File: config.mk
export PLATFORM = sky130hd
export DESIGN_NAME = cash_dispenser_flat
export DESIGN_NICKNAME = d
export VERILOG_FILES = /design/src/rtl/atm_pkg.sv /design/src/rtl/cash_dispenser_if.sv /design/src/rtl/cassette_bank.sv /design/src/rtl/cash_dispenser.sv /design/src/flat_wrapper.sv
export SDC_FILE = /design/constraint.sdc
export NUM_CORES = 2
export LEC_CHECK = 0
export ABC_AREA = 1
export CAP_MARGIN = 25
export CORE_UTILIZATION = 51
export CTS_BUF_LIST = sky130_fd_sc_hd__clkbuf_8
export CTS_CLUSTER_SIZE = 24
export DETAILED_ROUTE_END_ITERATION = 12
export GPL_TIMING_DRIVEN = 0
export PLACE_DENSITY = 0.67
export SLEW_MARGIN = 20
export SYNTH_ARGS = -nofsm -noshare
export SYNTH_HDL_FRONTEND = slang
export SYNTH_HIERARCHICAL = 1
export SYNTH_SLANG_ARGS = --single-unit
File: constraint.sdc
create_clock -name clk -period 95.3 [get_ports clk]
set_input_delay 9.53 -clock clk [delete_from_list [all_inputs] [get_ports clk]]
set_output_delay 9.53 -clock clk [all_outputs]
set_load 0.05 [all_outputs]
File: src/rtl/atm_pkg.sv
// atm_pkg
//   Shared constants and types for the ATM cash dispenser slice.
//   - D0..D3 : note denominations, highest first. D3 is also the amount granularity.
//   - SEL_W  : width of a cassette index.
//   - resp_code_t : result code returned to the transaction FSM.
//   - ST_* : dispenser FSM state encodings.
package atm_pkg;

  localparam int D0 = 200;
  localparam int D1 = 100;
  localparam int D2 = 50;
  localparam int D3 = 10;

  localparam int SEL_W = 2;

  typedef enum logic [1:0] {
    RESP_OK         = 2'b00,
    RESP_BAD_AMOUNT = 2'b01,
    RESP_NO_FUNDS   = 2'b10,
    RESP_NO_CHANGE  = 2'b11
  } resp_code_t;

  // Plain constants rather than an enum so the encoding stays visible to older tools.
  localparam logic [2:0] ST_IDLE     = 3'd0;
  localparam logic [2:0] ST_CHECK    = 3'd1;
  localparam logic [2:0] ST_PLAN     = 3'd2;
  localparam logic [2:0] ST_DISPENSE = 3'd3;
  localparam logic [2:0] ST_DONE     = 3'd4;

endpackage

File: src/rtl/cash_dispenser_if.sv
// cash_dispenser_if
//   Bundles the request/response handshake, the note handshake, the cassette
//   reload port and the total_cash figure.
//   - master : the transaction FSM / mechanism side (drives requests, note_taken, loads)
//   - slave  : the dispenser itself
interface cash_dispenser_if #(
  parameter int AMT_W = 32,
  parameter int CNT_W = 10
) ();

  logic                        req_valid;
  logic                        req_ready;
  logic [AMT_W-1:0]            req_amount;
  logic                        resp_valid;
  logic [1:0]                  resp_code;
  logic                        note_valid;
  logic [atm_pkg::SEL_W-1:0]   note_sel;
  logic                        note_taken;
  logic                        load_en;
  logic [1:0]                  load_sel;
  logic [CNT_W-1:0]            load_count;
  logic [AMT_W-1:0]            total_cash;

  modport master (
    output req_valid, req_amount, note_taken, load_en, load_sel, load_count,
    input  req_ready, resp_valid, resp_code, note_valid, note_sel, total_cash
  );

  modport slave (
    input  req_valid, req_amount, note_taken, load_en, load_sel, load_count,
    output req_ready, resp_valid, resp_code, note_valid, note_sel, total_cash
  );

endinterface

File: src/rtl/cassette_bank.sv
// cassette_bank
//   Holds the four cassette note counters and the registered total_cash.
//   Ports:
//   - clk, reset      : clock, asynchronous active-low reset
//   - load_en/sel/count : overwrite one counter (caller gates this to IDLE)
//   - dec_en, dec_sel : remove one note from a cassette
//   - cnt             : current counter values
//   - total_cash      : sum of cnt[i]*D[i], one cycle behind the counters
module cassette_bank
  import atm_pkg::*;
#(
  parameter int AMT_W = 32,
  parameter int CNT_W = 10
) (
  input  logic             clk,
  input  logic             reset,
  input  logic             load_en,
  input  logic [1:0]       load_sel,
  input  logic [CNT_W-1:0] load_count,
  input  logic             dec_en,
  input  logic [1:0]       dec_sel,
  output logic [CNT_W-1:0] cnt [4],
  output logic [AMT_W-1:0] total_cash
);

  // Load and decrement never coincide (load only in IDLE, decrement only in
  // DISPENSE); the zero guard keeps a counter from ever wrapping.
  always_ff @(posedge clk or negedge reset) begin
    if (!reset) begin
      cnt <= '{default: '0};
    end else if (load_en) begin
      cnt[load_sel] <= load_count;
    end else if (dec_en && cnt[dec_sel] != '0) begin
      cnt[dec_sel] <= cnt[dec_sel] - CNT_W'(1);
    end
  end

  always_ff @(posedge clk or negedge reset) begin
    if (!reset) begin
      total_cash <= '0;
    end else begin
      total_cash <= AMT_W'(cnt[0]) * AMT_W'(D0) + AMT_W'(cnt[1]) * AMT_W'(D1)
                  + AMT_W'(cnt[2]) * AMT_W'(D2) + AMT_W'(cnt[3]) * AMT_W'(D3);
    end
  end

endmodule

File: src/rtl/cash_dispenser.sv
// cash_dispenser
//   Accepts an approved withdraw amount, validates it, plans a greedy note
//   breakdown against the cassette inventory and releases the notes one at a
//   time, then reports a result code.
//   Ports:
//   - clk   : rising-edge clock
//   - reset : asynchronous active-low reset
//   - bus   : cash_dispenser_if slave (request, response, notes, reload, total_cash)
module cash_dispenser
  import atm_pkg::*;
#(
  parameter int AMT_W = 32,
  parameter int CNT_W = 10
) (
  input  logic       clk,
  input  logic       reset,
  cash_dispenser_if.slave bus
);

  logic [2:0]       state;
  logic [AMT_W-1:0] rem;
  logic [CNT_W-1:0] plan [4];
  logic [1:0]       plan_idx;
  logic [1:0]       code;

  logic [CNT_W-1:0] cnt [4];
  logic [AMT_W-1:0] quot, denom, cnt_ext, take, rem_next;
  logic [1:0]       sel;
  logic             others_left, last_note;
  logic             bank_load, bank_dec;

  assign bank_load = bus.load_en && (state == ST_IDLE);
  assign bank_dec  = bus.note_taken && (state == ST_DISPENSE);

  cassette_bank #(.AMT_W(AMT_W), .CNT_W(CNT_W)) bank (
    .clk        (clk),
    .reset      (reset),
    .load_en    (bank_load),
    .load_sel   (bus.load_sel),
    .load_count (bus.load_count),
    .dec_en     (bank_dec),
    .dec_sel    (sel),
    .cnt        (cnt),
    .total_cash (bus.total_cash)
  );

  // One greedy step: each branch divides by a fixed denomination so every
  // divider is a constant divider.
  always_comb begin
    denom = AMT_W'(D3);
    quot  = '0;
    case (plan_idx)
      2'd0: begin denom = AMT_W'(D0); quot = rem / AMT_W'(D0); end
      2'd1: begin denom = AMT_W'(D1); quot = rem / AMT_W'(D1); end
      2'd2: begin denom = AMT_W'(D2); quot = rem / AMT_W'(D2); end
      default: begin denom = AMT_W'(D3); quot = rem / AMT_W'(D3); end
    endcase
    cnt_ext  = AMT_W'(cnt[plan_idx]);
    take     = (quot < cnt_ext) ? quot : cnt_ext;
    rem_next = rem - take * denom;
  end

  // Lowest cassette index with notes still planned, i.e. highest denomination first.
  always_comb begin
    sel = 2'd0;
    if (plan[3] != '0) sel = 2'd3;
    if (plan[2] != '0) sel = 2'd2;
    if (plan[1] != '0) sel = 2'd1;
    if (plan[0] != '0) sel = 2'd0;
  end

  // The presented note is the last one when it is the only note left in the plan.
  always_comb begin
    others_left = 1'b0;
    for (int i = 0; i < 4; i++) begin
      if (i != int'(sel) && plan[i] != '0) others_left = 1'b1;
    end
    last_note = !others_left && (plan[sel] == CNT_W'(1));
  end

  // A same-cycle reload takes priority over a request, and nothing is accepted during reset.
  assign bus.req_ready  = reset && (state == ST_IDLE) && !bus.load_en;
  assign bus.resp_valid = (state == ST_DONE);
  assign bus.resp_code  = code;
  assign bus.note_valid = (state == ST_DISPENSE);
  assign bus.note_sel   = (state == ST_DISPENSE) ? sel : 2'd0;

  always_ff @(posedge clk or negedge reset) begin
    if (!reset) begin
      state    <= ST_IDLE;
      rem      <= '0;
      plan     <= '{default: '0};
      plan_idx <= 2'd0;
      code     <= RESP_OK;
    end else begin
      case (state)
        ST_IDLE: begin
          if (bus.req_valid && bus.req_ready) begin
            rem   <= bus.req_amount;
            state <= ST_CHECK;
          end
        end
        ST_CHECK: begin
          plan_idx <= 2'd0;
          if (rem == '0 || (rem % AMT_W'(D3)) != '0) begin
            code  <= RESP_BAD_AMOUNT;
            state <= ST_DONE;
          end else if (rem > bus.total_cash) begin
            code  <= RESP_NO_FUNDS;
            state <= ST_DONE;
          end else begin
            state <= ST_PLAN;
          end
        end
        ST_PLAN: begin
          plan[plan_idx] <= CNT_W'(take);
          rem            <= rem_next;
          plan_idx       <= plan_idx + 2'd1;
          if (plan_idx == 2'd3) begin
            if (rem_next != '0) begin
              code  <= RESP_NO_CHANGE;
              state <= ST_DONE;
            end else begin
              state <= ST_DISPENSE;
            end
          end
        end
        ST_DISPENSE: begin
          if (bus.note_taken) begin
            plan[sel] <= plan[sel] - CNT_W'(1);
            if (last_note) begin
              code  <= RESP_OK;
              state <= ST_DONE;
            end
          end
        end
        ST_DONE: begin
          state <= ST_IDLE;
        end
        default: begin
          state <= ST_IDLE;
        end
      endcase
    end
  end

endmodule

File: src/flat_wrapper.sv
// flat-port wrapper written by rule: the top's interface ports become plain ports
module cash_dispenser_flat import atm_pkg::*;
#(
  parameter int AMT_W = 32,
  parameter int CNT_W = 10
)
  (clk, reset, bus_req_valid, bus_req_amount, bus_note_taken, bus_load_en, bus_load_sel, bus_load_count, bus_req_ready, bus_resp_valid, bus_resp_code, bus_note_valid, bus_note_sel, bus_total_cash);
  cash_dispenser_if #(.AMT_W(AMT_W), .CNT_W(CNT_W)) bus_i ();
  input  logic clk;
  input  logic reset;
  input wire logic [$bits(bus_i.req_valid)-1:0] bus_req_valid;
  input wire logic [$bits(bus_i.req_amount)-1:0] bus_req_amount;
  input wire logic [$bits(bus_i.note_taken)-1:0] bus_note_taken;
  input wire logic [$bits(bus_i.load_en)-1:0] bus_load_en;
  input wire logic [$bits(bus_i.load_sel)-1:0] bus_load_sel;
  input wire logic [$bits(bus_i.load_count)-1:0] bus_load_count;
  output wire logic [$bits(bus_i.req_ready)-1:0] bus_req_ready;
  output wire logic [$bits(bus_i.resp_valid)-1:0] bus_resp_valid;
  output wire logic [$bits(bus_i.resp_code)-1:0] bus_resp_code;
  output wire logic [$bits(bus_i.note_valid)-1:0] bus_note_valid;
  output wire logic [$bits(bus_i.note_sel)-1:0] bus_note_sel;
  output wire logic [$bits(bus_i.total_cash)-1:0] bus_total_cash;
  assign bus_i.req_valid = bus_req_valid;
  assign bus_i.req_amount = bus_req_amount;
  assign bus_i.note_taken = bus_note_taken;
  assign bus_i.load_en = bus_load_en;
  assign bus_i.load_sel = bus_load_sel;
  assign bus_i.load_count = bus_load_count;
  assign bus_req_ready = bus_i.req_ready;
  assign bus_resp_valid = bus_i.resp_valid;
  assign bus_resp_code = bus_i.resp_code;
  assign bus_note_valid = bus_i.note_valid;
  assign bus_note_sel = bus_i.note_sel;
  assign bus_total_cash = bus_i.total_cash;
  cash_dispenser #(.AMT_W(AMT_W), .CNT_W(CNT_W)) u_core (.clk(clk), .reset(reset), .bus(bus_i));
endmodule
; ---- Word level (Yosys, flattened, before mapping)
; Cells that the tools add are included.
[totals]
wordCells = 148
register_bits = 140
input_bits = 49
[op_classes]
n_mux = 53
n_lt_le_gt_ge = 8
add_sub_neg = 7
n_div = 5
multipliers = 5
eq_ne = 17
bitwise_logic = 3
n_reduce_logical = 37
[op_table]
columns = cell, n
row1 = $bwmux 40, 4
row2 = $mux 40, 3
row3 = $pmux 32 s3, 1
row4 = $mux 10, 9
row5 = $pmux 40 s2, 1
row6 = $mux 32, 2
row7 = $pmux 32 s2, 1
row8 = $reduce_bool 32->1, 2
row9 = $bmux 10 s2, 3
row10 = $demux 10 s2, 3
row11 = $reduce_bool 10->1, 5
row12 = $mul 10x5->15 const B, 3
row13 = $div 32x4->32 const B, 1
row14 = $div 32x6->32 const B, 1
row15 = $div 32x7->32 const B, 1
row16 = $div 32x8->32 const B, 1
row17 = $gt 32x21->1, 1
row18 = $logic_not 32->1, 1
row19 = $lt 32x10->1, 1
row20 = $mod 32x4->32 const B, 1
row21 = $mul 32x8->32, 1
row22 = $sub 32x32->32, 1
row23 = $pmux 8 s3, 1
row24 = $mux 2, 11
row25 = other kinds (35), 76

; ---- Logic depth before layout (Yosys ltp)
[depth]
depth_word = 16
ltp_mapped = 505

; ---- Hierarchy
; The synthesis kept the hierarchy.
[modules_own_cells]
columns = mod, instances, seq_area_each_um2, cells_per_inst, area_each_um2
row1 = cash_dispenser, 1, 1976.9, 6100, 38739.7
row2 = cassette_bank, 1, 1476.4, 1106, 8106.5

; ---- Worst setup path before layout
; No wires, ideal clock.
[synth_timing]
kind = register -> register
from = register u_core.plan_idx[0]
to = register u_core.code[0] (netlist: u_core/bus.resp_code[0])
path_slack_ns = 28.909
path_stages_with_launch = 494
required_ns = 95.235
t_arrival_ns = 66.325
setup_time_ns = 0.065
path_cell_list = dfrtp_1 -> inv_1 -> clkbuf_1 -> ha_1 -> nor2_1 -> buf_6 -> ha_1 -> nand2_1 -> nor2_1 -> nand2_1 -> nor2_1 -> nand3_1 -> nand2_2 -> nand2_1 -> nand2_1 -> inv_1 -> ha_1 -> nand3_1 -> [458 not listed] -> a21oi_1 -> o21ai_0 -> nand3_1 -> nand2_1 -> nand3_1 -> nand2_1 -> nand3_1 -> nand2_1 -> nand2_1 -> nand2_1 -> a21oi_1 -> xor2_1 -> nor4_1 -> nand4_1 -> or2_2 -> nand3_1 -> nand2_1 -> nand2_1
[synth_via]
elab_chain_len = 11
word_cells_on_any_way = 18
[synth_lines]
columns = item, line_no
row1 = from (decl), cash_dispenser.sv:23  ; logic [1:0] plan_idx;
row2 = from (signal assigned), cash_dispenser.sv:118  ; plan_idx <= plan_idx + 2'd1;
row3 = $not 2->3 (not written as such), cash_dispenser.sv:58  ; cnt_ext = AMT_W'(cnt[plan_idx]);
row4 = $bmux 10 s2, cash_dispenser.sv:58
row5 = $mux 10 (not written as such) (2 in series), cash_dispenser.sv:58
row6 = $lt 32x10->1, cash_dispenser.sv:59  ; take = (quot < cnt_ext) ? quot : cnt_ext;
row7 = $mux 32, cash_dispenser.sv:59
row8 = $mul 32x8->32, cash_dispenser.sv:60  ; rem_next = rem - take * denom;
row9 = $sub 32x32->32, cash_dispenser.sv:60
row10 = $reduce_bool 32->1, cash_dispenser.sv:120  ; if (rem_next != '0) begin
row11 = $ne 2x1->1 (no line), -
row12 = $reduce_and 6->1 (no line) (*), -
row13 = to (signal assigned), cash_dispenser.sv:109  ; code <= RESP_NO_FUNDS;
row14 = to (signal assigned), cash_dispenser.sv:121  ; code <= RESP_NO_CHANGE;
row15 = to (signal assigned), cash_dispenser.sv:132  ; code <= RESP_OK;
row16 = to (decl), cash_dispenser.sv:24  ; logic [1:0] code;
; Mark *: on every way between the ends. The rest lies on a longest branch, timed or not. The select of a mux whose other input is x is not followed.
; A chain may end at the register's enable or synchronous reset.

; ---- Worst setup path after layout
; Same ends and word-level chain as after synthesis.

==> qor.yml <==
finish:
  fill_cells: 9222
  fin_nets: 8142
  syn_to_final_growth_pct: 6.75
  register_area_um2: 3450
  multi_input_area_um2: 38000
  drive_gt1_share_pct: 13.1
cts:
  cts_htree_levels: 4
  clk_pin_slew_ns: 0.09
  cts_tree: "built"
  clk_latency_ns: 0.51
  cts-root-buf: "clkbuf_8"
  cts_hold_buf: 0
  clock_path_buffers: 2
  numCtsBuffers: 17
  cts_setup_buffers: 0
  cts_resized: 0
  cts_num_sinks: 138
floorplan:
  die_w_um: 305
  num_rows: 110
  io_pins: 88
  initial_utilization_pct: 51.7
  dieArea_um2: 93100
  core_region_area_um2: 90600
  die_h_um: 305
synthesis:
  yosys.area_share.simple_pct: 41.5
  synth_warnings: 6
  ys_seq_elements: 138
  yosysMostFrequentCell: "nand2_1"
  synth_xor_area_share_pct: 6.04
  synth_top_family_by_area: "simple AND/OR/NAND/NOR gates"
  synthFlopType: "dfrtp_1"
  synth_top_area_share_pct: 12.7
  synth_cell_types: 90
  syn_area_per_cell_um2: 6.50
  synthAdderAreaFrac_pct: 20.6
  synth_cells: 7206
  ys_seq_area_share_pct: 7.37
  synth_top_area_cell: "nand2_1"
  syn_area_um2: 46800
  synth_edf_count: 0
  muxShareOfSynthArea_pct: 0
  synth_compound_area_share_pct: 12.0
  synth_area_leaders: "nand2_1 (13%), ha_1 (13%), inv_1 (8.9%), fa_1 (7.9%), dfrtp_1 (7.4%)"
  synthArstFlopShare_pct: 100
  synthTopCellsByCount: "nand2_1 (1,584), inv_1 (1,115), nor2_1 (601), nand3_1 (569), ha_1 (474)"
detailed_routing:
  wl_per_cell_um: 16.2
  drc: 0
  num_vias: 46739
  first_pass_iters: 8
  drt-initial-drc-count: 3399
  routed_wl_um: 140000
  vias_per_cell: 5.42
  ant_nets: 0
grt:
  grt.overflow.total: 0
  grt_pass1_wl_um: 226000
  globalRouteTotalUtil_pct: 29.7
  grt_antenna_before_repair: 8
  grt_pass1_vias: 43763
  grt_max_degree: 90
sta:
  max_freq_mhz: 12.2
  slew_viol_final: 0
  max_slew.worst_pin.slew_ns: 0.990
  finalCritPeriodShare_pct: 86.2
  hold_violations: 0
  fin_skew_ns: 0.0223
  relSlewSlack_pct: 33.2
  period_needed_ns: 82.13
  rsz0062_at_grt: "false"
  setup_viol: 0
  finalSetupTns_ns: 0
worst_setup_path:
  path_max_fanout: 39
  crit_path_end: "u_core/bus.resp_code[0]"
  critPathRequiredTime_ns: 95.75
  crit_top_cell: "nand2_1"
  r2r_start: "u_core/plan_idx[0]"
  critPathBufInv: 102
  r2r-end: "u_core/bus.resp_code[0]"
  start_kind: "flop"
  arrival_ns: 82.58
  cp-startpoint: "u_core/plan_idx[0]"
  path_depth: 486
  worst_setup_path_end_kind: "flop"
  r2r_cells: 486
  critPathMaxStageDelay_ns: 0.72
  crit_type: "flop to flop"
  cpMaxStageDelayCell: "nor4_1"
  critical_path.top_delay_family: "simple AND/OR/NAND/NOR gates"
  rrSetupSlack_ns: 13.17
run:
  drv_cap: 0
outcome:
  status: "completed"
placed_design:
  io_buffer_count: 74
  dp_hpwl_um: 119000
  gp_congestion: 0.984
worst_hold_path:
  hold_class: "flop to flop"
  hold_depth: 2
metrics by stage:
stage	cell area [µm²]	utilization (%)	setup WS [ns]	hold slack, ns	cells
after floorplan	47300	-	28.91	0.489	7336
after global placement	49500	54.7	14.33	0.506	8586
after detailed placement	49600	54.8	14.11	0.523	8590
after CTS	50000	55.2	13.81	0.549	8622
after global routing	50000	55.2	5.65	0.565	8624
final	50000	55.2	13.17	0.542	8624
worst min-delay path, stage by stage (launching register included):
cell	delay (ns)
dfrtp_1	0.35
nor2_1	0.06
a21oi_2	0.09
routing by layer:
metal / wire length (µm) / track usage [%] / vias to the layer above
li1: - / - / 23715
met1: 64500 / 40.8 / 21534
met2: 63800 / 49.5 / 1285
met3: 8270 / 3.09 / 195
met4: 3310 / 7.62 / 10
met5: 66 / 0 / -
sequential cells by signal, summed over array words and instances (netlist names):
name	flops
u_core/rem	32
u_core/bus.resp_code	2
u_core/plan_idx	2
u_core/plan	40
u_core/bank/cnt	40
u_core/bank/total_cash	19
u_core/state	3
layout make-up:
class	instances	share of cell area, %
antenna	2	0.0100
buffer	144	2.38
clock buffer	21	0.578
clock inverter	11	0.143
inverter	1211	9.30
multi-input combinational	5843	76.1
sequential	138	6.91
tap	1176	2.94
timing repair buffer	78	1.66
cell families (layout without fill, tap and decap cells):
logic type / count (synthesis) / after routing
DFF: 138 / 138
other: 2 / 134
AOI/OAI and AO/OA: 956 / 956
and+or+nand+nor: 3773 / 3773
adders and majority gates: 660 / 660
buffers and inverters: 1355 / 1465
xor gates and xnor gates: 322 / 322
worst min-delay path by stage:
stage | slack (ns) | endpoint | start
floorplan | 0.49 | u_core/plan[22] | u_core/plan[22]
finish | 0.54 | u_core/plan[23] | u_core/plan[23]
detailed placement | 0.52 | u_core/plan[23] | u_core/plan[23]
global placement | 0.51 | u_core/plan[22] | u_core/plan[22]
CTS | 0.55 | u_core/plan[39] | u_core/plan[39]
global route | 0.56 | u_core/plan[24] | u_core/plan[24]
cells in the final DEF, fill, tap and decap left out, types with 30 or more instances in the layout:
| master | n |
|---|---|
| dfrtp_1 | 138 |
| nor3_1 | 54 |
| a21oi_1 | 317 |
| nand3_2 | 147 |
| inv_1 | 1117 |
| inv_2 | 53 |
| nand2_2 | 177 |
| o211ai_1 | 47 |
| nand2_1 | 1584 |
| fa_1 | 186 |
| buf_6 | 35 |
| clkbuf_8 | 31 |
| conb_1 | 132 |
| o21ai_2 | 30 |
| xnor2_1 | 95 |
| nor2_2 | 162 |
| nand3_1 | 569 |
| buf_4 | 31 |
| o21ai_0 | 323 |
| clkdlybuf4s50_1 | 73 |
| o21ai_1 | 39 |
| nand3b_1 | 35 |
| ha_1 | 473 |
| clkbuf_1 | 49 |
| nand4_1 | 175 |
| nor2_4 | 57 |
| nor2_1 | 601 |
| o21bai_1 | 34 |
| xor2_1 | 226 |
| nand2_4 | 61 |
Power is not shown: default switching activity piles up to over one toggle a cycle in this logic, so the estimate is an artifact.
